### config.mk
export PLATFORM = sky130hd
export DESIGN_NAME = wb_rr_arbiter
export DESIGN_NICKNAME = d
export VERILOG_FILES = /design/src/rtl/wb_rr_arbiter.sv
export SDC_FILE = /design/constraint.sdc
export NUM_CORES = 1
export LEC_CHECK = 0
export CORE_AREA = 2 2 125 127
export DETAILED_ROUTE_END_ITERATION = 16
export DIE_AREA = 0 0 127 129
export PLACE_DENSITY = 0.54
export RECOVER_POWER = 25
export SLEW_MARGIN = 0
export SYNTH_ARGS = -nofsm -noshare
export SYNTH_HDL_FRONTEND = slang
export SYNTH_SLANG_ARGS = --single-unit
### constraint.sdc
create_clock -name wb_clk_i -period 2.1 [get_ports wb_clk_i]
set_input_delay 0.42 -clock wb_clk_i [delete_from_list [all_inputs] [get_ports wb_clk_i]]
set_output_delay 0.42 -clock wb_clk_i [all_outputs]
set_load 0.1 [all_outputs]
### src/rtl/wb_rr_arbiter.sv
// Two-master Wishbone round-robin arbiter onto one shared slave port.
// The owner holds the bus until it drops cyc; a watchdog ends a stalled beat with err.
module wb_rr_arbiter #(
  parameter int TIMEOUT = 255,
  parameter int TO_W    = 16
) (
  input  logic        wb_clk_i,
  input  logic        wb_rst_i,
  input  logic        m0_cyc_i,
  input  logic        m0_stb_i,
  input  logic        m0_we_i,
  input  logic [3:0]  m0_sel_i,
  input  logic [31:0] m0_adr_i,
  input  logic [31:0] m0_dat_i,
  output logic [31:0] m0_dat_o,
  output logic        m0_ack_o,
  output logic        m0_err_o,
  input  logic        m1_cyc_i,
  input  logic        m1_stb_i,
  input  logic        m1_we_i,
  input  logic [3:0]  m1_sel_i,
  input  logic [31:0] m1_adr_i,
  input  logic [31:0] m1_dat_i,
  output logic [31:0] m1_dat_o,
  output logic        m1_ack_o,
  output logic        m1_err_o,
  output logic        s_cyc_o,
  output logic        s_stb_o,
  output logic        s_we_o,
  output logic [3:0]  s_sel_o,
  output logic [31:0] s_adr_o,
  output logic [31:0] s_dat_o,
  input  logic [31:0] s_dat_i,
  input  logic        s_ack_i,
  input  logic        s_err_i,
  output logic [1:0]  gnt_o
);

  // Handshake: a beat completes when the owner's stb is high and the slave
  // returns ack (data valid) or err, or the watchdog expires; cyc frames the tenure.
  typedef enum logic [1:0] {IDLE = 2'd0, GNT0 = 2'd1, GNT1 = 2'd2} state_t;

  state_t          state;
  logic            last;
  logic [TO_W-1:0] wdog;

  logic            own_cyc, own_stb, own_we;
  logic [3:0]      own_sel;
  logic [31:0]     own_adr, own_dat;
  logic            wdog_err;

  always_comb begin
    own_cyc = 1'b0;
    own_stb = 1'b0;
    own_we  = 1'b0;
    own_sel = 4'd0;
    own_adr = 32'd0;
    own_dat = 32'd0;
    case (state)
      GNT0: begin
        own_cyc = m0_cyc_i;
        own_stb = m0_stb_i;
        own_we  = m0_we_i;
        own_sel = m0_sel_i;
        own_adr = m0_adr_i;
        own_dat = m0_dat_i;
      end
      GNT1: begin
        own_cyc = m1_cyc_i;
        own_stb = m1_stb_i;
        own_we  = m1_we_i;
        own_sel = m1_sel_i;
        own_adr = m1_adr_i;
        own_dat = m1_dat_i;
      end
      default: ;
    endcase
  end

  // A real ack in the expiry cycle takes precedence over the watchdog.
  assign wdog_err = own_stb & ~s_ack_i & ~s_err_i & (wdog == TO_W'(TIMEOUT - 1));

  assign s_cyc_o  = own_cyc;
  assign s_stb_o  = own_stb & ~wdog_err;
  assign s_we_o   = own_we;
  assign s_sel_o  = own_sel;
  assign s_adr_o  = own_adr;
  assign s_dat_o  = own_dat;

  assign gnt_o    = {state == GNT1, state == GNT0};
  assign m0_ack_o = (state == GNT0) & s_ack_i;
  assign m1_ack_o = (state == GNT1) & s_ack_i;
  assign m0_err_o = (state == GNT0) & (s_err_i | wdog_err);
  assign m1_err_o = (state == GNT1) & (s_err_i | wdog_err);
  assign m0_dat_o = (state == GNT0) ? s_dat_i : 32'd0;
  assign m1_dat_o = (state == GNT1) ? s_dat_i : 32'd0;

  always_ff @(posedge wb_clk_i) begin
    if (wb_rst_i) begin
      state <= IDLE;
      last  <= 1'b1;
      wdog  <= '0;
    end else begin
      wdog <= '0;
      case (state)
        IDLE: begin
          if (m0_cyc_i && m1_cyc_i) state <= last ? GNT0 : GNT1;
          else if (m0_cyc_i)        state <= GNT0;
          else if (m1_cyc_i)        state <= GNT1;
        end
        GNT0, GNT1: begin
          if (!own_cyc) begin
            state <= IDLE;
            last  <= (state == GNT1);
          end else if (own_stb && !s_ack_i && !s_err_i && !wdog_err) begin
            wdog <= wdog + 1'b1;
          end
        end
        default: state <= IDLE;
      endcase
    end
  end

endmodule

### After elaboration in Yosys (flattened, before gate mapping)

Index checks and enable logic that the tools add are counted.

| word-level totals | value |
|---|---|
| register bits after elaboration | 19 |
| input bits | 178 |
| output and inout port bits | 141 |
| word-level logic and storage cells | 50 |

| cells by class | value |
|---|---|
| add/sub/neg operators | 1 |
| equal/unequal tests | 5 |
| multiplexer cells | 14 |
| bitwise operators | 15 |
| reductions and logical operators | 12 |

Operators by type and width:

| kind | number |
|---|---|
| 32-bit case mux with 2 select lines | 2 |
| 32-bit 2-to-1 mux | 2 |
| 16-bit by 1-bit adder with 16-bit output, second input constant | 1 |
| 16-bit by 8-bit equality test with 1-bit output, second input constant | 1 |
| 2-bit 2-to-1 mux | 5 |
| 1-bit bitwise AND | 8 |
| 4-bit case mux with 2 select lines | 1 |
| 1-bit NOT | 6 |
| 1-bit case mux with 2 select lines | 3 |
| 1-bit logical AND | 4 |
| 4-bit inequality test, second input constant | 1 |
| 2-bit case mux with 2 select lines | 1 |
| 2-bit AND reduction | 2 |
| 4-bit OR reduction | 1 |
| 1-bit zero test | 3 |
| 2-bit by 1-bit equality test with 1-bit output, second input constant | 1 |
| 2-bit equality test, second input constant | 1 |
| 2-bit zero test | 1 |
| 2-bit inequality test, second input constant | 1 |
| 2-bit OR reduction | 1 |
| 1-bit bitwise OR | 1 |

### Longest topological paths before layout

Gate-level depths: netlist of run 1.

| depth | value |
|---|---|
| word-level depth | 9 |
| depth in mapped cells | 9 |
| depth with buffers taken out | 6 |

### Worst setup path before layout of run 1

OpenSTA, ideal clock, no wires.

| timing | value |
|---|---|
| kind | register to output |
| start | reg state[0] |
| end | out s_stb_o |
| arrival | 4.045 ns |
| data required time | 1.680 ns |
| setup slack | -2.365 ns |
| cell stages (with the launch flop) | 7 |
| path through | dfxtp_1 -> inv_1 -> ha_1 -> clkbuf_1 -> a22oi_1 -> nor2b_1 -> a21boi_0 |

| on the way | value |
|---|---|
| longest elaborated chain between the ends | 7 |

Ends and longest elaborated chain:

| item | RTL line | source |
|---|---|---|
| start, declared | 43 | `state_t state;` |
| start signal, assigned | 107 | `if (m0_cyc_i && m1_cyc_i) state <= last ? GNT0 : GNT1;` |
| 2-bit equality test (*) | - |  |
| via gnt_o[1] | 36 | `output logic [1:0] gnt_o` |
| 1-bit case mux with 2 select lines (*) | 59 | `case (state)` |
| 1-bit bitwise AND (3 in a row) | 81 | `assign wdog_err = own_stb & ~s_ack_i & ~s_err_i & (wdog == TO_W'(TIMEOUT - 1));` |
| 1-bit NOT | 84 | `assign s_stb_o = own_stb & ~wdog_err;` |
| 1-bit bitwise AND (*) | 84 |  |
| end, declared | 28 | `output logic s_stb_o,` |

Mark *: on every way through the listed nets, which the timed path passes. The rest lies on a longest branch.

### Worst setup path after layout of run 1

| timing | value |
|---|---|
| start | reg wdog[9] |
| end | out m1_err_o |

| on the way | value |
|---|---|
| longest elaborated chain between the ends | 4 |

Ends and longest elaborated chain:

| item | RTL line | source |
|---|---|---|
| start, declared | 45 | `logic [TO_W-1:0] wdog;` |
| start signal, assigned | 116 | `wdog <= wdog + 1'b1;` |
| 16-bit by 8-bit equality test with 1-bit output | 81 |  |
| 1-bit bitwise AND | 81 |  |
| 1-bit bitwise OR | 94 | `assign m1_err_o = (state == GNT1) & (s_err_i \| wdog_err);` |
| 1-bit bitwise AND | 94 |  |
| end, declared | 26 | `output logic m1_err_o,` |

Every way passes these cells.

==> summary.md, run 1 <==
| Metric | Value |
|---|---|
| Endpoints failing hold | 0 |
| Max-cap violations | 0 |
| CP Data Required Time | 1680 ps |
| Diode count | 0 |
| Die Wd | ~130 µm |
| Die height | roughly 130 µm |
| Post-synth net total | around 530 |
| Actual slew at the worst max-slew pin | between 400 and 500 ps |
| Comb power frac | between 80% and 90% |
| Largest net degree at the start of global routing | 45 |
| First-pass GRT wire length | roughly 24000 µm |
| EDFF count, synth | 0 |
| DP Cell Count | between 800 and 900 |
| Core area | approximately 15000 µm² |
| Final-stage net count | about 890 |
| Largest stage delay on the critical path | 540 ps |
| Yosys reg bits | 19 |
| CP bufs+invs | 1 |
| GR Util met2 | about two fifths |
| Commonest non-fill, non-tap cell in the layout | clkdlybuf4s50_1 |
| Hold Crit Depth | 2 |
| Met1 Resource Use GR | 21.8% |
| All-Layer GR Usage | between 10% and 20% |
| Clock Latency Late Sink | roughly 250 ps |
| Worst Skew | ~3.8 ps |
| H-tree depth | 1 |
| Internal power | roughly 2.7 mW |
| Leakage power | 3.39 nW |
| Mapped cell area | around 2500 µm² |
| Post-synthesis sequential area ratio | between 10% and 20% |
| Clock sinks | 19 |
| Site Rows | 45 |
| Via/cell ratio | 4.57 |
| Final Util | 62.7% |
| Yosys cell types | 33 |
| PwrDens | about 570 nW/µm² |
| CP Launch Type | flip-flop |
| Final wirelength | 19800 µm |
| CTS tree | done |
| Critical Path AT | between 1500 and 2000 ps |
| P_sw | roughly 2.6 mW |
| Max Clock Freq | ~0.44 GHz |
| TNS Setup | -4010 ps |
| Dpl ws | -4.46 ps |
| Hold path endpoint | wdog[14]$_SDFF_PP0_ |
| TritonRoute pass-1 iters | 4 |
| DR iter-0 viols | between 100 and 150 |
| PortBufs | ~320 |
| Critical path class | reg2out |
| GPL Wtd Cong | around 0.77 |
| CTS hold repair buffers | 0 |
| Pwr Total | approximately 5.4 mW |
| TritonCTS Buffers | 3 |
| Clock root buffer | clkbuf_16 |
| Global Route met3 Usage | roughly 3.4% |
| Tcrit/Tclk final | 108% |
| Slew headroom | 70.8% |
| Worst VDD drop | between 500 and 600 µV |
| CP max stage cell | or4_4 |
| Die ar. | 16400 µm² |
| Power share of the sequential group | about 7.1% |
| R2R Path End | state[0]$_SDFFE_PP0P_ |
| FFs w/ async S/R, synth | 0% |
| Layout cells sized above 1 | 63.2% |
| Finish-stage setup viols | between 60 and 70 |
| Drt wl/cell | 22.2 µm |
| Switch share | just under 50% |
| Area grow syn2layout | 272% |
| Via Count | a little over 4000 |
| Worst-path cell chain | or4_4, nor4_4, a31oi_4, nor2b_4, buf_12 |
| Max FO, Critical Path | 2 |
| RSZ-0062 raised after global routing | yes |
| Clock Power Share | about 7.3% |
| Post-Layout Cell Count | around 900 |
| Clock-pin slew on the worst setup and hold paths | ~50 ps |
| Number of routed nets with antenna violations | 0 |
| Grt total ovfl | 0 |
| Grt peak-use layer | met2 |
| Flop2flop setup slack | 30 ps |
| Failing checks | setup timing |
| Initial antenna violation count | 0 |
| Post-synthesis average cell area | roughly 7.2 µm² |
| Vias in the first global route | 3869 |
| Worst hold path startpoint | wdog[14]$_SDFF_PP0_ |
| Detailed placer's ending HPWL | 13200 µm |
| Kind of cell adding the most delay to the critical path | simple AND/OR/NAND/NOR gates |
| Hold WC Path Type | reg2reg |
| Maximum clock path buffer count | 2 |
| # DRC | 0 |
| IO Count | ~320 |
| Post-Syn Instances | 350 |
| Starting Density | 16.8% |
| Status | finished with violations |
| Setup crit end kind | output port |
| Commonest cells after routing, fill and taps aside | clkdlybuf4s50_1 (177), buf_12 (149), nor2b_4 (72), a22oi_2 (70), and2_4 (66) |
| Crit path time final | 2270 ps |
| R2R depth | 9 |
| Final setup margin | -170 ps |
| Critical R2R Launch | state[0]$_SDFFE_PP0P_ |
| Ys Warns | 0 |
| Max-slew violations | 0 |
| Synth Flop Type | dfxtp_1 |
-- metrics by stage --
| step | cell area (µm²) | hold WS (ps) |
|---|---|---|
| 2_1_floorplan | 3500 | 458 |
| 3_3_place_gp | 8220 | 485 |
| 3_5_place_dp | 8220 | 503 |
| 4_1_cts | 8450 | 522 |
| 5_1_grt | 9390 | 546 |
| 6_report | 9390 | 524 |
-- power groups by stage --
stage / Combinational [mW] / Sequential [mW] / Clock [mW]
detailed placement: 3.87 / 0.387 / 0
floorplan: 2.50 / 0.386 / 0
global route: 4.73 / 0.382 / 0.419
finish: 4.60 / 0.381 / 0.392
CTS: 4.06 / 0.380 / 0.396
global placement: 3.86 / 0.387 / 0
-- cell families after synthesis --
family,after synthesis,synth area share (%)
flops,19,15.1
fa+ha+maj,5,2.48
compound gates,77,22.8
simple gates,194,47.7
buf+inv,40,6.60
mux,1,0.447
xor+xnor,14,4.87
-- final cells by class --
type	count	area [µm²]
Timing Repair Buffer	380	5550
Fill cell	1150	5590
Tap cell	188	235
Clock buffer	4	78.8
Multi-Input combinational cell	291	3100
Inverter	7	31.3
Sequential cell	19	392
-- registers in the layout, indices dropped and copies added, names as in the netlist --
register	flops
last	1
state	2
wdog	16
-- routing by layer --
layer	vias to the layer above	share of wire (%)
li1	1916	-
met1	1987	38
met2	147	55
met3	17	5.6
met4	0	1.3
met5	-	0
-- synth_stat cells (6+ instances only) --
cell type / instances / share of area (%)
nor2_2: 10 / 2.5
clkbuf_1: 30 / 4.5
and2_1: 66 / 16
inv_1: 7 / 1.0
dfxtp_1: 19 / 15
a22oi_1: 71 / 21
nand3_1: 6 / 1.2
nor2b_1: 72 / 18
nand2_1: 7 / 1.0
nor2_1: 12 / 1.8
xnor2_1: 10 / 3.5
-- worst max-delay path by stage --
stage	from	to	slack (ps)	depth (start not counted)
4_1_cts	wdog[9]$_SDFF_PP0_	m1_err_o	-190	5
2_1_floorplan	state[0]$_SDFFE_PP0P_	m0_err_o	-170	7
3_5_place_dp	m1_stb_i	m1_err_o	-4	6
6_report	wdog[9]$_SDFF_PP0_	m1_err_o	-170	5
5_1_grt	wdog[0]$_SDFF_PP0_	m1_err_o	-250	7
3_3_place_gp	m1_stb_i	m1_err_o	-1	6
-- worst min-delay path, stage by stage (launching register included) --
cell	delay (ps)
dfxtp_2	340
xnor2_1	70
nor2_1	70
-- what timing repair did --
item | 4_1_cts | 5_1_grt
cloned | 3 | 17
pin swaps | 1 | 45
setup buffers | 4 | 21
setup endpoints to repair | 67 | 72
gates resized for setup | 13 | 81
Note: power is estimated with default switching activity, not from simulation.
==> inputs of run 2 (changes only) <==
- CTS_CLUSTER_SIZE: unset -> 24
==> results of run 2 <==
Same layout as run 1: the final DEF is identical, and so are final timing and power.
